**config.mk**
```make
export PLATFORM = sky130hd
export DESIGN_NAME = apb_uart_fifo
export DESIGN_NICKNAME = d
export VERILOG_FILES = /design/src/rtl/apb_uart_fifo.sv
export SDC_FILE = /design/constraint.sdc
export NUM_CORES = 1
export LEC_CHECK = 0
export BUFFER_PORTS_ARGS = -buffer_cell sky130_fd_sc_hd__clkbuf_2
export CAP_MARGIN = 30
export CORE_AREA = 2 2 136 204
export CTS_BUF_LIST = sky130_fd_sc_hd__clkbuf_4
export DETAILED_ROUTE_END_ITERATION = 7
export DIE_AREA = 0 0 138 206
export HOLD_SLACK_MARGIN = 0.12
export PLACE_DENSITY = 0.73
export SYNTH_ARGS = -nofsm -noshare
export SYNTH_HDL_FRONTEND = slang
export SYNTH_SLANG_ARGS = --single-unit
```
**constraint.sdc**
```tcl
create_clock -name PCLK -period 4.44 [get_ports PCLK]
set_input_delay 0.444 -clock PCLK [delete_from_list [all_inputs] [get_ports PCLK]]
set_output_delay 0.444 -clock PCLK [all_outputs]
set_load 0.005 [all_outputs]
```
**src/rtl/apb_uart_fifo.sv**
```systemverilog
// apb_uart_fifo: APB3 slave UART with TX/RX FIFOs, configurable parity and stop bits,
// RX threshold interrupt and parity/framing error reporting.
//
// Ports:
//   PCLK, PRESET            clock, synchronous active-high reset
//   PSEL/PENABLE/PWRITE     APB control; PADDR word address; PWDATA write data
//   PRDATA, PREADY, PSLVERR APB response (no wait states; PSLVERR on unmapped offset)
//   RXD                     asynchronous serial input (2-flop synchronised)
//   TXD                     serial output, idle high
//   TXINT..ERRINT, UARTINT  individual interrupts and their OR
module apb_uart_fifo #(
  parameter int unsigned DATA_BITS  = 8,
  parameter int unsigned FIFO_DEPTH = 8,
  parameter int unsigned DIV_W      = 16
) (
  input  logic         PCLK,
  input  logic         PRESET,
  input  logic         PSEL,
  input  logic         PENABLE,
  input  logic         PWRITE,
  input  logic [11:2]  PADDR,
  input  logic [31:0]  PWDATA,
  output logic [31:0]  PRDATA,
  output logic         PREADY,
  output logic         PSLVERR,
  input  logic         RXD,
  output logic         TXD,
  output logic         TXINT,
  output logic         RXINT,
  output logic         TXOVRINT,
  output logic         RXOVRINT,
  output logic         ERRINT,
  output logic         UARTINT
);

  localparam int unsigned AW = $clog2(FIFO_DEPTH);
  localparam int unsigned LW = AW + 1;

  typedef enum logic [2:0] {StIdle, StStart, StData, StParity, StStop} state_e;

  // APB decode
  logic access, wr_en, rd_en, mapped;
  assign access = PSEL & PENABLE;
  assign wr_en  = access & PWRITE;
  assign rd_en  = access & ~PWRITE;
  assign mapped = PADDR < 10'd6;

  logic unused_pwdata;
  assign unused_pwdata = ^PWDATA;

  // Configuration and sticky status
  logic [15:0]      ctrl_q, ctrl_d;
  logic [DIV_W-1:0] baud_q, baud_d;
  logic [2:0]       par_q, par_d;
  logic [3:0]       sticky_q, sticky_d; // {frmerr, parerr, rxovr, txovr}

  logic tx_en, rx_en, parity_en, par_odd, two_stop, baud_ok;
  logic [7:0] rx_thresh_eff;
  assign tx_en     = ctrl_q[0];
  assign rx_en     = ctrl_q[1];
  assign parity_en = (par_q[1:0] == 2'b01) | (par_q[1:0] == 2'b10);
  assign par_odd   = (par_q[1:0] == 2'b10);
  assign two_stop  = par_q[2];
  assign baud_ok   = baud_q >= DIV_W'(16);
  assign rx_thresh_eff = (ctrl_q[15:8] == 8'd0) ? 8'd1 : ctrl_q[15:8];

  // TX FIFO
  logic [DATA_BITS-1:0] tx_mem_q [FIFO_DEPTH];
  logic [LW-1:0] tx_wptr_q, tx_wptr_d, tx_rptr_q, tx_rptr_d, tx_level;
  logic tx_full, tx_empty, tx_wr_req, tx_push, tx_pop, txovr_set;
  logic [DATA_BITS-1:0] tx_head;
  assign tx_level  = tx_wptr_q - tx_rptr_q;
  assign tx_full   = tx_level == LW'(FIFO_DEPTH);
  assign tx_empty  = tx_level == '0;
  assign tx_head   = tx_mem_q[tx_rptr_q[AW-1:0]];
  assign tx_wr_req = wr_en & (PADDR == 10'd0);
  // A pop in the same cycle frees a slot, so a write to a full FIFO still lands.
  assign tx_push   = tx_wr_req & (~tx_full | tx_pop);
  assign txovr_set = tx_wr_req & tx_full & ~tx_pop;
  assign tx_wptr_d = tx_push ? tx_wptr_q + LW'(1) : tx_wptr_q;
  assign tx_rptr_d = tx_pop ? tx_rptr_q + LW'(1) : tx_rptr_q;

  // RX FIFO, entries are {parity_error, data}
  logic [DATA_BITS:0] rx_mem_q [FIFO_DEPTH];
  logic [LW-1:0] rx_wptr_q, rx_wptr_d, rx_rptr_q, rx_rptr_d, rx_level;
  logic rx_full, rx_empty, rx_push, rx_accept, rx_pop, rxovr_set;
  logic [DATA_BITS:0] rx_head, rx_push_data;
  assign rx_level  = rx_wptr_q - rx_rptr_q;
  assign rx_full   = rx_level == LW'(FIFO_DEPTH);
  assign rx_empty  = rx_level == '0;
  assign rx_head   = rx_mem_q[rx_rptr_q[AW-1:0]];
  assign rx_pop    = rd_en & (PADDR == 10'd0) & ~rx_empty;
  assign rx_accept = rx_push & (~rx_full | rx_pop);
  assign rxovr_set = rx_push & rx_full & ~rx_pop;
  assign rx_wptr_d = rx_accept ? rx_wptr_q + LW'(1) : rx_wptr_q;
  assign rx_rptr_d = rx_pop ? rx_rptr_q + LW'(1) : rx_rptr_q;

  // TX FSM
  state_e               tx_state_q, tx_state_d;
  logic [DIV_W-1:0]     tx_cnt_q, tx_cnt_d, tx_div_q, tx_div_d;
  logic [2:0]           tx_bit_q, tx_bit_d;
  logic [DATA_BITS-1:0] tx_sh_q, tx_sh_d;
  logic                 tx_pbit_q, tx_pbit_d, tx_stop2_q, tx_stop2_d;
  logic                 tx_bnd, tx_start_ok;
  assign tx_bnd      = tx_cnt_q >= tx_div_q - DIV_W'(1);
  assign tx_start_ok = tx_en & ~tx_empty & baud_ok;

  always_comb begin
    tx_state_d = tx_state_q;
    tx_cnt_d   = tx_bnd ? '0 : tx_cnt_q + DIV_W'(1);
    tx_div_d   = tx_div_q;
    tx_bit_d   = tx_bit_q;
    tx_sh_d    = tx_sh_q;
    tx_pbit_d  = tx_pbit_q;
    tx_stop2_d = tx_stop2_q;
    tx_pop     = 1'b0;
    // Divider changes are only picked up at a bit boundary.
    if (tx_state_q != StIdle && tx_bnd && baud_ok) tx_div_d = baud_q;
    unique case (tx_state_q)
      StIdle: begin
        tx_cnt_d = '0;
        if (tx_start_ok) begin
          tx_pop     = 1'b1;
          tx_state_d = StStart;
          tx_sh_d    = tx_head;
          tx_pbit_d  = (^tx_head) ^ par_odd;
          tx_div_d   = baud_q;
        end
      end
      StStart: begin
        if (tx_bnd) begin
          tx_state_d = StData;
          tx_bit_d   = '0;
        end
      end
      StData: begin
        if (tx_bnd) begin
          tx_sh_d = tx_sh_q >> 1;
          if (tx_bit_q == 3'(DATA_BITS - 1)) begin
            tx_state_d = parity_en ? StParity : StStop;
            tx_stop2_d = 1'b0;
          end else begin
            tx_bit_d = tx_bit_q + 3'd1;
          end
        end
      end
      StParity: begin
        if (tx_bnd) begin
          tx_state_d = StStop;
          tx_stop2_d = 1'b0;
        end
      end
      StStop: begin
        if (tx_bnd) begin
          if (two_stop && !tx_stop2_q) begin
            tx_stop2_d = 1'b1;
          end else if (tx_start_ok) begin
            // Back-to-back frame: go straight to the next start bit.
            tx_pop     = 1'b1;
            tx_state_d = StStart;
            tx_sh_d    = tx_head;
            tx_pbit_d  = (^tx_head) ^ par_odd;
            tx_div_d   = baud_q;
          end else begin
            tx_state_d = StIdle;
          end
        end
      end
      default: tx_state_d = StIdle;
    endcase
  end

  always_comb begin
    unique case (tx_state_q)
      StStart:  TXD = 1'b0;
      StData:   TXD = tx_sh_q[0];
      StParity: TXD = tx_pbit_q;
      default:  TXD = 1'b1;
    endcase
  end

  // RX synchroniser and FSM
  logic rxd_s1_q, rxd_s2_q, rxd_prev_q, rx_fall;
  assign rx_fall = rxd_prev_q & ~rxd_s2_q;

  state_e               rx_state_q, rx_state_d;
  logic [DIV_W-1:0]     rx_cnt_q, rx_cnt_d, rx_div_q, rx_div_d;
  logic [2:0]           rx_bit_q, rx_bit_d;
  logic [DATA_BITS-1:0] rx_sh_q, rx_sh_d;
  logic                 rx_pbit_q, rx_pbit_d, rx_bnd, rx_perr, parerr_set, frmerr_set;
  assign rx_bnd  = rx_cnt_q >= rx_div_q - DIV_W'(1);
  assign rx_perr = parity_en & ((^rx_sh_q) ^ rx_pbit_q ^ par_odd);

  always_comb begin
    rx_state_d   = rx_state_q;
    rx_cnt_d     = rx_bnd ? '0 : rx_cnt_q + DIV_W'(1);
    rx_div_d     = rx_div_q;
    rx_bit_d     = rx_bit_q;
    rx_sh_d      = rx_sh_q;
    rx_pbit_d    = rx_pbit_q;
    rx_push      = 1'b0;
    rx_push_data = {rx_perr, rx_sh_q};
    parerr_set   = 1'b0;
    frmerr_set   = 1'b0;
    if (rx_state_q != StIdle && rx_state_q != StStart && rx_bnd && baud_ok) rx_div_d = baud_q;
    if (!rx_en) begin
      rx_state_d = StIdle;
      rx_cnt_d   = '0;
    end else begin
      unique case (rx_state_q)
        StIdle: begin
          rx_cnt_d = '0;
          if (rx_fall && baud_ok) begin
            rx_state_d = StStart;
            rx_div_d   = baud_q;
          end
        end
        StStart: begin
          // Mid-bit check of the start bit; later samples are a whole bit apart.
          rx_cnt_d = rx_cnt_q + DIV_W'(1);
          if (rx_cnt_q == (rx_div_q >> 1)) begin
            rx_cnt_d   = '0;
            rx_bit_d   = '0;
            rx_state_d = rxd_s2_q ? StIdle : StData;
            if (baud_ok) rx_div_d = baud_q;
          end
        end
        StData: begin
          if (rx_bnd) begin
            rx_sh_d = {rxd_s2_q, rx_sh_q[DATA_BITS-1:1]};
            if (rx_bit_q == 3'(DATA_BITS - 1)) begin
              rx_state_d = parity_en ? StParity : StStop;
            end else begin
              rx_bit_d = rx_bit_q + 3'd1;
            end
          end
        end
        StParity: begin
          if (rx_bnd) begin
            rx_pbit_d  = rxd_s2_q;
            rx_state_d = StStop;
          end
        end
        StStop: begin
          // Only the first stop bit is checked; return to idle right away.
          if (rx_bnd) begin
            rx_state_d = StIdle;
            if (rxd_s2_q) begin
              rx_push    = 1'b1;
              parerr_set = rx_perr;
            end else begin
              frmerr_set = 1'b1;
            end
          end
        end
        default: rx_state_d = StIdle;
      endcase
    end
  end

  // Register writes; a sticky set in the same cycle as its clear wins.
  always_comb begin
    logic [3:0] w1c;
    ctrl_d = ctrl_q;
    baud_d = baud_q;
    par_d  = par_q;
    w1c    = (wr_en && PADDR == 10'd3) ? PWDATA[5:2] : 4'b0;
    sticky_d = (sticky_q & ~w1c) | {frmerr_set, parerr_set, rxovr_set, txovr_set};
    if (wr_en) begin
      case (PADDR)
        10'd2:   ctrl_d = {PWDATA[15:8], 1'b0, PWDATA[6:0]};
        10'd4:   baud_d = PWDATA[DIV_W-1:0];
        10'd5:   par_d  = PWDATA[2:0];
        default: ;
      endcase
    end
  end

  // Interrupts
  logic tx_irq_raw, rx_irq_raw;
  assign tx_irq_raw = tx_empty & tx_en;
  assign rx_irq_raw = 8'(rx_level) >= rx_thresh_eff;
  assign TXINT    = ctrl_q[2] & tx_irq_raw;
  assign RXINT    = ctrl_q[3] & rx_irq_raw;
  assign TXOVRINT = ctrl_q[4] & sticky_q[0];
  assign RXOVRINT = ctrl_q[5] & sticky_q[1];
  assign ERRINT   = ctrl_q[6] & (sticky_q[2] | sticky_q[3]);
  assign UARTINT  = TXINT | RXINT | TXOVRINT | RXOVRINT | ERRINT;

  // Read mux
  assign PREADY  = 1'b1;
  assign PSLVERR = access & ~mapped;

  always_comb begin
    PRDATA = '0;
    if (rd_en) begin
      case (PADDR)
        10'd0: begin
          if (!rx_empty) begin
            PRDATA[DATA_BITS-1:0] = rx_head[DATA_BITS-1:0];
            PRDATA[8]             = rx_head[DATA_BITS];
          end
        end
        10'd1: begin
          PRDATA[0]     = tx_full;
          PRDATA[1]     = ~rx_empty;
          PRDATA[2]     = tx_empty;
          PRDATA[3]     = tx_state_q != StIdle;
          PRDATA[15:8]  = 8'(tx_level);
          PRDATA[23:16] = 8'(rx_level);
        end
        10'd2:   PRDATA[15:0] = ctrl_q;
        10'd3:   PRDATA[5:0]  = {sticky_q, rx_irq_raw, tx_irq_raw};
        10'd4:   PRDATA[DIV_W-1:0] = baud_q;
        10'd5:   PRDATA[2:0] = par_q;
        default: ;
      endcase
    end
  end

  // FIFO storage needs no reset; the pointers define what is valid.
  always_ff @(posedge PCLK) begin
    if (tx_push) tx_mem_q[tx_wptr_q[AW-1:0]] <= PWDATA[DATA_BITS-1:0];
    if (rx_accept) rx_mem_q[rx_wptr_q[AW-1:0]] <= rx_push_data;
  end

  always_ff @(posedge PCLK) begin
    if (PRESET) begin
      ctrl_q     <= '0;
      baud_q     <= '0;
      par_q      <= '0;
      sticky_q   <= '0;
      tx_wptr_q  <= '0;
      tx_rptr_q  <= '0;
      rx_wptr_q  <= '0;
      rx_rptr_q  <= '0;
      tx_state_q <= StIdle;
      tx_cnt_q   <= '0;
      tx_div_q   <= '0;
      tx_bit_q   <= '0;
      tx_sh_q    <= '0;
      tx_pbit_q  <= 1'b0;
      tx_stop2_q <= 1'b0;
      rxd_s1_q   <= 1'b1;
      rxd_s2_q   <= 1'b1;
      rxd_prev_q <= 1'b1;
      rx_state_q <= StIdle;
      rx_cnt_q   <= '0;
      rx_div_q   <= '0;
      rx_bit_q   <= '0;
      rx_sh_q    <= '0;
      rx_pbit_q  <= 1'b0;
    end else begin
      ctrl_q     <= ctrl_d;
      baud_q     <= baud_d;
      par_q      <= par_d;
      sticky_q   <= sticky_d;
      tx_wptr_q  <= tx_wptr_d;
      tx_rptr_q  <= tx_rptr_d;
      rx_wptr_q  <= rx_wptr_d;
      rx_rptr_q  <= rx_rptr_d;
      tx_state_q <= tx_state_d;
      tx_cnt_q   <= tx_cnt_d;
      tx_div_q   <= tx_div_d;
      tx_bit_q   <= tx_bit_d;
      tx_sh_q    <= tx_sh_d;
      tx_pbit_q  <= tx_pbit_d;
      tx_stop2_q <= tx_stop2_d;
      rxd_s1_q   <= RXD;
      rxd_s2_q   <= rxd_s1_q;
      rxd_prev_q <= rxd_s2_q;
      rx_state_q <= rx_state_d;
      rx_cnt_q   <= rx_cnt_d;
      rx_div_q   <= rx_div_d;
      rx_bit_q   <= rx_bit_d;
      rx_sh_q    <= rx_sh_d;
      rx_pbit_q  <= rx_pbit_d;
    end
  end

endmodule

```
# Word level (Yosys, flattened, before mapping)
# Memories as Yosys holds them, arrays and structs flattened. A register that Yosys moved wholly into a read port is not among the register bits.
# Cells that the tools add are included.
[classes] bitwise=47 n_reduce_logical=38 eq_ne=37 muxes=91 addsub=12 magnitude_cmp=5
[op_table] operator="$mux 16" n=11
[op_table] operator="$pmux 16 s2" n=3
[op_table] operator="$mux 3" n=24
[op_table] operator="$mux 8" n=5
[op_table] operator="$add 16x1->16 const B" n=2
[op_table] operator="$ge 16x16->1" n=2
[op_table] operator="$ne 2x2->1 const B" n=16
[op_table] operator="$sub 16x1->16 const B" n=2
[op_table] operator="$pmux 3 s5" n=2
[op_table] operator="$mux 1" n=28
[op_table] operator="$pmux 8 s3" n=1
[op_table] operator="$and 1x1->1" n=23
[op_table] operator="$pmux 7 s3" n=1
[op_table] operator="$eq 10x2->1 const B" n=2
[op_table] operator="$eq 10x3->1 const B" n=2
[op_table] operator="$mux 20" n=1
[op_table] operator="$pmux 3 s6" n=1
[op_table] operator="$add 4x1->4 const B" n=4
[op_table] operator="$eq 16x15->1" n=1
[op_table] operator="$ge 16x5->1 const B" n=1
[op_table] operator="$reduce_xor 8->1" n=2
[op_table] operator="$eq 3x2->1 const B" n=4
[op_table] operator="$eq 3x3->1 const B" n=4
[op_table] operator="$pmux 3 s2" n=2
[op_table] operator="other kinds (41)" n=86
[totals] mem_bits_rw=136 wordCells=256 regBits=152 memories=2
[memory_table] memory="rx_mem_q" depth=8 word_bits=9 read_ports=1 rd_clocked_by_memory_dff=1 write_ports=1 line="84" source="logic [DATA_BITS:0] rx_mem_q [FIFO_DEPTH];"
[memory_table] memory="tx_mem_q" depth=8 word_bits=8 read_ports=1 rd_clocked_by_memory_dff=1 write_ports=1 line="68" source="logic [DATA_BITS-1:0] tx_mem_q [FIFO_DEPTH];"

# Logic depth before layout (Yosys ltp)
# Gate-level depths: netlist (run 1).
[logic_depth] depth_word=13 mapped_depth=15 ltp_nobuf=14

# Worst setup path before layout (run 1)
# No wires, ideal clock.
[synth_timing] kind="reg2reg" start="register tx_div_q[5]" end="memory tx_mem_q[0][0], enable pin" path_buffers=0 slack_ns=-0.283 period_less_slack_ns=4.723 path_stages_with_launch=15 arrival_time_ns=4.329 setup_ns=0.395 cell_sequence="dfxtp_1 -> or4_1 -> nor4_1 -> nand2_1 -> or2_2 -> nor4_1 -> xnor2_1 -> ha_1 -> a21oi_1 -> o21ai_0 -> a211oi_1 -> a211o_1 -> o21ai_0 -> nand2_1 -> nor4_1"
[synth_via] elab_chain_cells=8
[synth_rtl] element="from (decl)" line="100" source="logic [DIV_W-1:0] tx_cnt_q, tx_cnt_d, tx_div_q, tx_div_d;"
[synth_rtl] element="from (signal assigned)" line="364" source="tx_div_q <= tx_div_d;"
[synth_rtl] element="$sub 16x1->16" line="105" source="assign tx_bnd = tx_cnt_q >= tx_div_q - DIV_W'(1);"
[synth_rtl] element="$ge 16x16->1" line="105"
[synth_rtl] element="$mux 1" line="154" source="if (tx_bnd) begin"
[synth_rtl] element="$pmux 1 s2" line="119" source="unique case (tx_state_q)"
[synth_rtl] element="$or 1x1->1" line="78" source="assign tx_push = tx_wr_req & (~tx_full | tx_pop);"
[synth_rtl] element="$and 1x1->1" line="78"
[synth_rtl] element="$mux 1" line="323" source="if (tx_push) tx_mem_q[tx_wptr_q[AW-1:0]] <= PWDATA[DATA_BITS-1:0];"
[synth_rtl] element="$mux 1 (not written as such)" line="323"
[synth_rtl] element="to (decl)" line="68"
# No other way between the ends.

# Worst setup path in the final report (run 1)
[layout_timing] start="register rx_div_q[5]" end="memory rx_mem_q[1][6] in the netlist's numbering, enable pin"
[layout_via] elab_chain_cells=8
[layout_rtl] element="from (decl)" line="187" source="logic [DIV_W-1:0] rx_cnt_q, rx_cnt_d, rx_div_q, rx_div_d;"
[layout_rtl] element="from (signal assigned)" line="374" source="rx_div_q <= rx_div_d;"
[layout_rtl] element="$sub 16x1->16" line="191" source="assign rx_bnd = rx_cnt_q >= rx_div_q - DIV_W'(1);"
[layout_rtl] element="$ge 16x16->1" line="191"
[layout_rtl] element="$mux 1" line="246" source="if (rx_bnd) begin"
[layout_rtl] element="$mux 1" line="210" source="unique case (rx_state_q)"
[layout_rtl] element="$mux 1" line="206" source="if (!rx_en) begin"
[layout_rtl] element="$and 1x1->1" line="93" source="assign rx_accept = rx_push & (~rx_full | rx_pop);"
[layout_rtl] element="$mux 1" line="324" source="if (rx_accept) rx_mem_q[rx_wptr_q[AW-1:0]] <= rx_push_data;"
[layout_rtl] element="$mux 1 (not written as such)" line="324"
[layout_rtl] element="to (decl)" line="84"
# No other way between the ends.

==> results.sh, run 1 <==
export IMPL_dieWidth_um=138
export IMPL_vias=10745
export IMPL_powerDensity_mw_per_mm2=317.5
export IMPL_cts_tree="done"
export IMPL_syn_to_final_growth_pct=12.96
export IMPL_dp_hpwl_mm=24.49
export IMPL_yosys_top_cells_count="158 x dfxtp_1, 143 x nor2_1, 136 x edfxtp_1, 113 x nand2_1, 75 x mux2i_1"
export IMPL_required_ns=4.82
export IMPL_crit_path_end_kind="flip-flop"
export IMPL_ys_ff_latch=294
export IMPL_drt_first_iter_violations=699
export IMPL_core_area_mm2=0.02685
export IMPL_fin_tns_setup_ns=0
export IMPL_cts_root_buf="clkbuf_4"
export IMPL_p_sw_uw=1143
export IMPL_synth_edf_count=136
export IMPL_async_flop_share_pct=0
export IMPL_critPathArrivalTime_ns=4.61
export IMPL_intPower_uw=4031
export IMPL_ff_latch_area_mm2=0.007247
export IMPL_reg2reg_setup_slack_ns=0.21
export IMPL_antenna_found_initial=1
export IMPL_insertion_delay_ns=0.72
export IMPL_synth_most_common_cell="dfxtp_1"
export IMPL_die_h_um=206
export IMPL_io_pins=89
export IMPL_port_buffers=59
export IMPL_cts_clk_slew_worst_paths_ns=0.07
export IMPL_synth_flop_cell="dfxtp_1"
export IMPL_grt_overflow=0
export IMPL_final_max_slew_viol_count=0
export IMPL_grt_first_pass_wirelength_mm=55.50
export IMPL_combPwrFrac_pct=1.6
export IMPL_synth_top_area_share_pct=28.31
export IMPL_postCtsSetupBuffers=0
export IMPL_cp_slowest_cell="nor4_1"
export IMPL_hold_depth=1
export IMPL_drtPass1Iterations=7
export IMPL_path_cells="nor4_1 > buf_4 > nand3_1 > nor4_1 > xnor2_1 > ha_1 > nand4_1 > or3_1 > o32ai_1 > buf_4 > o2111ai_1 > nor2_1 > and4_1 > buf_12"
export IMPL_crit_type="reg2reg"
export IMPL_clockBufferDepth=3
export IMPL_p_seq_share_pct=54.5
export IMPL_synth_area_leaders="edfxtp_1 28%, dfxtp_1 22%, mux2i_1 5.2%, ha_1 4.8%, mux4_2 4.4%"
export IMPL_tightest_slew_ns=1.030
export IMPL_total_power_uw=5173
export IMPL_grt_max_degree=65
export IMPL_reg2reg_depth=14
export IMPL_wl_per_cell_um=18.94
export IMPL_gp_congestion=0.9040
export IMPL_cts_htree_levels=3
export IMPL_p_leak_uw=0.006428
export IMPL_setup_viol=0
export IMPL_pwr_share_clk_pct=44.0
export IMPL_peakVddDrop_mv=0.2588
export IMPL_max_stage_delay_ns=0.44
export IMPL_drtAntennaViolNets=0
export IMPL_grt_total_usage_pct=24.53
export IMPL_yosysWarnings=0
export IMPL_worstSetupStartpointType="flip-flop"
export IMPL_cap_violations=0
export IMPL_fin_crit_sh_pct=95.34
export IMPL_viasPerCell=5.802
export IMPL_drc=0
export IMPL_dieArea_mm2=0.02843
export IMPL_reg2reg_from="rx_div_q[5]$_SDFF_PP0_"
export IMPL_synth_area_per_cell_um2=10.81
export IMPL_status="finished, final reports clean"
export IMPL_final_hold_viol_count=0
export IMPL_holdCritStartpoint="PWDATA[0]"
export IMPL_fillers=2279
export IMPL_hp_class="in2reg"
export IMPL_ys_types=81
export IMPL_clock_sinks=294
export IMPL_start_util_pct=53.72
export IMPL_ys_seq_area_share_pct=50.24
export IMPL_synth_area_mm2=0.01443
export IMPL_grt_pass1_vias=10714
export IMPL_holdPathEnd="tx_mem_q[0][0]$_DFFE_PP_"
export IMPL_drt_total_wl_mm=35.09
export IMPL_crit_fanout=7
export IMPL_skew_ns=0.06261
export IMPL_fmax_mhz=236.2
export IMPL_layout_drive_gt1_share_pct=19.28
export IMPL_synth_top_area_cell="edfxtp_1"
export IMPL_nets=1561
export IMPL_relSlewSlack_pct=31.11
export IMPL_netSwitchingFraction_pct=22.09
export IMPL_rows=74
export IMPL_multi_input_area_mm2=0.006765
export IMPL_cts_buffers=70
export IMPL_synth_cells=1335
export IMPL_post_route_min_period_ns=4.233
export IMPL_rr_endpoint="rx_mem_q[1][6]$_DFFE_PP_"
[worst max-delay path by stage]
stage / depth (start not counted) / slack, ns / startpoint / to
4_1_cts: 16 / 0.006 / tx_div_q[5]$_SDFF_PP0_ / tx_mem_q[5][2]$_DFFE_PP_
2_1_floorplan: 14 / -0.28 / tx_div_q[5]$_SDFF_PP0_ / tx_mem_q[0][0]$_DFFE_PP_
3_3_place_gp: 16 / 0.09 / tx_div_q[5]$_SDFF_PP0_ / tx_mem_q[6][3]$_DFFE_PP_
6_report: 14 / 0.21 / rx_div_q[5]$_SDFF_PP0_ / rx_mem_q[1][6]$_DFFE_PP_
3_5_place_dp: 16 / -0.05 / tx_div_q[5]$_SDFF_PP0_ / tx_mem_q[6][4]$_DFFE_PP_
5_1_grt: 16 / -0.08 / tx_div_q[4]$_SDFF_PP0_ / tx_mem_q[1][6]$_DFFE_PP_
[sequential cells by signal, summed over array words and instances, names as in the netlist, 4 cells and up, named ones only]
name and count:
rx_wptr_q 4, rx_sh_q 8, tx_rptr_q 4, tx_wptr_q 4, tx_div_q 16, baud_q 16
sticky_q 4, tx_sh_q 8, rx_cnt_q 16, tx_cnt_q 16, rx_mem_q 72, ctrl_q 15
rx_rptr_q 4, tx_mem_q 64, rx_div_q 16
[cell type report]
cell class	instances	area share, %
clock buffers	103	4.745
multi-input cells	936	41.52
well taps	342	2.626
inverters	37	0.8523
repair buffers	117	4.807
diodes	1	0.01536
flip-flops and latches	294	44.48
clock inverters	22	0.9598
[layer usage]
layer | part of all wire (%) | wire [um] | track usage [%] | vias up
met1 | 39 | 13560 | 27.01 | 5198
li1 | - | - | - | 5171
met2 | 53 | 18530 | 45.24 | 293
met5 | 0 | 0 | 0 | -
met3 | 4.5 | 1562 | 4.472 | 83
met4 | 4.1 | 1441 | 12.54 | 0
[worst max-delay path: cells and delay by family (launching register included)]
family,cells,cell delay (ns)
AOI/OAI and AO/OA,2,0.54
buffers and inverters,3,0.55
adders and majority gates,1,0.30
and+or+nand+nor,7,2.06
DFF,1,0.37
xor gates and xnor gates,1,0.12
[cells by family (layout without fill, tap and decap cells)]
kind of cell / Yosys count / count (layout) / share of synthesized area, %
AND/OR/NAND/NOR: 441 / 441 / 14.77
flip-flops: 294 / 294 / 50.24
AO/OA/AOI/OAI: 214 / 214 / 9.827
multiplexers: 116 / 116 / 10.59
buffers and inverters: 116 / 279 / 3.513
XOR/XNOR: 95 / 95 / 5.959
adder cells (fa/ha/maj): 57 / 57 / 5.048
other: 2 / 14 / 0.05206
[cells in the final DEF (no fill, tap or decap), types with 40 or more instances in the layout]
cell type | synthesis | final
a21oi_1 | 71 | 71
buf_4 | 14 | 47
clkbuf_2 | 1 | 58
clkbuf_4 | 0 | 103
dfxtp_1 | 158 | 158
edfxtp_1 | 136 | 136
ha_1 | 55 | 55
mux2i_1 | 75 | 75
nand2_1 | 113 | 112
nand3_1 | 40 | 40
nor2_1 | 143 | 143
xnor2_1 | 54 | 54
[metrics by stage]
stage                     utilization, %  cells  hold slack, ns  setup slack (ns)  instance area (um2)
after detailed placement           56.64   1715          0.3981          -0.05184                15210
final                              60.69   1852          0.1591            0.2070                16290
after floorplan                        -   1346          0.3895           -0.2834                14470
after global placement             56.61   1714          0.3961           0.09492                15200
after global routing               60.69   1852          0.1324          -0.07618                16290
after CTS                          60.48   1850          0.1228          0.006180                16240
[power by group through the flow]
stage	clock, uW	combinational (uW)	sequential, uW
final	2280	80.4	2820
after global routing	2480	86.4	2820
after CTS	2340	79.7	2820
after detailed placement	0	72.5	2880
after global placement	0	71.4	2880
after floorplan	0	38.8	2880
[repair_timing]
item / CTS / global route
gates cloned: 0 / 0
resized for setup: 1 / 8
hold buffers: 10 / 0
setup endpoints to repair: 56 / 73
endpoints found under the hold margin: 21 / 0
pin swaps: 0 / 1
Power figures use the tool's default switching activity.
==> run 2, diff against run 1 <==
--- a/config.mk
+++ b/config.mk
@@ -12,7 +12,7 @@
 export DETAILED_ROUTE_END_ITERATION = 7
 export DIE_AREA = 0 0 138 206
 export HOLD_SLACK_MARGIN = 0.12
-export PLACE_DENSITY = 0.73
+export PLACE_DENSITY = 0.7
 export SYNTH_ARGS = -nofsm -noshare
 export SYNTH_HDL_FRONTEND = slang
 export SYNTH_SLANG_ARGS = --single-unit
==> constraint.sdc (replaced) <==
create_clock -name PCLK -period 5.1 [get_ports PCLK]
set_input_delay 0.51 -clock PCLK [delete_from_list [all_inputs] [get_ports PCLK]]
set_output_delay 0.51 -clock PCLK [all_outputs]
set_load 0.005 [all_outputs]
==> run 2 against run 1 <==
Compared with the run above: sequential cell count is the same; clock-buffer cell count up 13; register-to-register slack gained 0.37 ns; via count is 1.4% lower; clock power shrank 11%; first-iteration DRC count is 9.3% lower.
==> results.sh, run 2 (synthesis results as in run 1) <==
export IMPL_post_route_min_period_ns=4.520
export IMPL_cts_tree="done"
export IMPL_cap_violations=0
export IMPL_cts_resized=0
export IMPL_wl_per_cell_um=18.63
export IMPL_nets=1547
export IMPL_required_ns=5.51
export IMPL_layout_common_cells="158 x dfxtp_1, 143 x nor2_1, 136 x edfxtp_1, 116 x clkbuf_4, 113 x nand2_1"
export IMPL_final_hold_viol_count=0
export IMPL_grt_first_pass_wirelength_mm=54.48
export IMPL_die_h_um=206
export IMPL_start_util_pct=53.72
export IMPL_cts_root_buf="clkbuf_4"
export IMPL_fin_tns_setup_ns=0
export IMPL_holdCritStartpoint="PWDATA[6]"
export IMPL_reg2reg_setup_slack_ns=0.58
export IMPL_fin_cells=1841
export IMPL_crit_fanout=8
export IMPL_insertion_delay_ns=0.74
export IMPL_io_pins=89
export IMPL_gp_congestion=0.8432
export IMPL_dp_cells=1698
export IMPL_dieArea_mm2=0.02843
export IMPL_layout_drive_gt1_share_pct=18.44
export IMPL_cts_htree_levels=3
export IMPL_drc=0
export IMPL_postCtsSetupBuffers=0
export IMPL_drt_total_wl_mm=34.29
export IMPL_final_max_slew_viol_count=0
export IMPL_drtPass1Iterations=5
export IMPL_clock_sinks=294
export IMPL_powerDensity_mw_per_mm2=281.5
export IMPL_syn_to_final_growth_pct=12.03
export IMPL_crit_path_end_kind="flip-flop"
export IMPL_worstSetupStartpointType="flip-flop"
export IMPL_critPathArrivalTime_ns=4.93
export IMPL_fin_crit_sh_pct=88.62
export IMPL_fmax_mhz=221.3
export IMPL_drtAntennaViolNets=0
export IMPL_grt_pass1_vias=10419
export IMPL_grt_max_degree=62
export IMPL_grt_total_usage_pct=24.37
export IMPL_skew_ns=0.06459
export IMPL_status="finished, final reports clean"
export IMPL_clockBufferDepth=3
export IMPL_relSlewSlack_pct=33.17
export IMPL_antenna_found_initial=1
export IMPL_setup_viol=0
export IMPL_rr_endpoint="tx_mem_q[4][1]$_DFFE_PP_"
export IMPL_crit_type="reg2reg"
export IMPL_grt_overflow=0
export IMPL_rsz0062_at_grt="no"
export IMPL_reg2reg_from="tx_div_q[5]$_SDFF_PP0_"
export IMPL_rows=74
export IMPL_drt_first_iter_violations=634
export IMPL_largest_reg_flops=72
export IMPL_vias=10596
export IMPL_viasPerCell=5.756
export IMPL_cts_buffers=73
export IMPL_reg2reg_depth=16
export IMPL_peakVddDrop_mv=0.2043
export IMPL_core_area_mm2=0.02685
export IMPL_cts_clk_slew_worst_paths_ns=0.07
export IMPL_hold_depth=1
export IMPL_dieWidth_um=138
export IMPL_holdPathEnd="tx_mem_q[2][6]$_DFFE_PP_"
export IMPL_p_leak_uw=0.006368
export IMPL_port_buffers=59
export IMPL_tightest_slew_ns=0.9988
export IMPL_dp_hpwl_mm=24.05
export IMPL_hp_class="in2reg"
export IMPL_final_common_cell="dfxtp_1"
run 2: worst max path at each step:
stage / startpoint / endpoint / depth (start not counted)
finish: tx_div_q[5]$_SDFF_PP0_ / tx_mem_q[4][1]$_DFFE_PP_ / 16
global route: rx_div_q[3]$_SDFF_PP0_ / rx_mem_q[5][7]$_DFFE_PP_ / 12
CTS: rx_div_q[3]$_SDFF_PP0_ / rx_mem_q[5][7]$_DFFE_PP_ / 12
detailed placement: rx_div_q[3]$_SDFF_PP0_ / rx_mem_q[5][0]$_DFFE_PP_ / 12
global placement: rx_div_q[3]$_SDFF_PP0_ / rx_mem_q[3][7]$_DFFE_PP_ / 12
floorplan: tx_div_q[5]$_SDFF_PP0_ / tx_mem_q[0][0]$_DFFE_PP_ / 14
run 2: timing repair:
| item | 4_1_cts | 5_1_grt |
|---|---|---|
| hold endpoints to repair | 26 | 0 |
| hold buffers | 11 | 0 |
| endpoints found under the setup margin | 0 | 0 |
run 2: layer usage:
metal / GRT usage, % / vias up / share of wire (%)
met5: 0 / - / 0
met4: 13.27 / 0 / 4.1
li1: - / 5142 / -
met1: 28.18 / 5106 / 41
met3: 3.869 / 86 / 4.5
met2: 43.42 / 262 / 51
run 2: metrics by stage:
step / total power [uW] / hold slack, ns / cell area (um2) / worst slack, ns / utilization, %
finish: 4550 / 0.1913 / 16160 / 0.5803 / 60.19
global route: 4726 / 0.1434 / 16160 / 0.1516 / 60.19
CTS: 4613 / 0.1224 / 16160 / 0.5764 / 60.17
detailed placement: 2569 / 0.3954 / 15090 / 0.5662 / 56.19
global placement: 2569 / 0.3934 / 15030 / 0.6090 / 55.99
floorplan: 2540 / 0.3895 / 14470 / 0.3766 / -
run 2: report_power, final:
part	internal (uW)	switching (uW)
sequential	2450	0.837
combinational	20.4	50.4
clock	1080	944
run 2: cell type report:
| class | instances | area, um2 |
|---|---|---|
| inverters | 37 | 138.9 |
| repair buffers | 100 | 664.4 |
| clock inverters | 14 | 87.58 |
| multi-input cells | 936 | 6719 |
| clock buffers | 116 | 870.8 |
| diodes | 2 | 5.005 |
| flip-flops and latches | 294 | 7247 |
| fillers | 2288 | 10690 |
| well taps | 342 | 427.9 |
run 2: worst max-delay path, cell delays in order, from the launching register on:
cell	delay, ns
dfxtp_1	0.33
or4_1	0.60
nor4_1	0.27
nand2_1	0.13
or2_2	0.32
nor3_1	0.26
xnor2_1	0.11
ha_1	0.33
nand2_1	0.06
o21ai_0	0.28
a211oi_1	0.12
a211o_1	0.40
o21ai_0	0.21
buf_4	0.17
nand2_1	0.15
nor4_1	0.27
buf_4	0.24
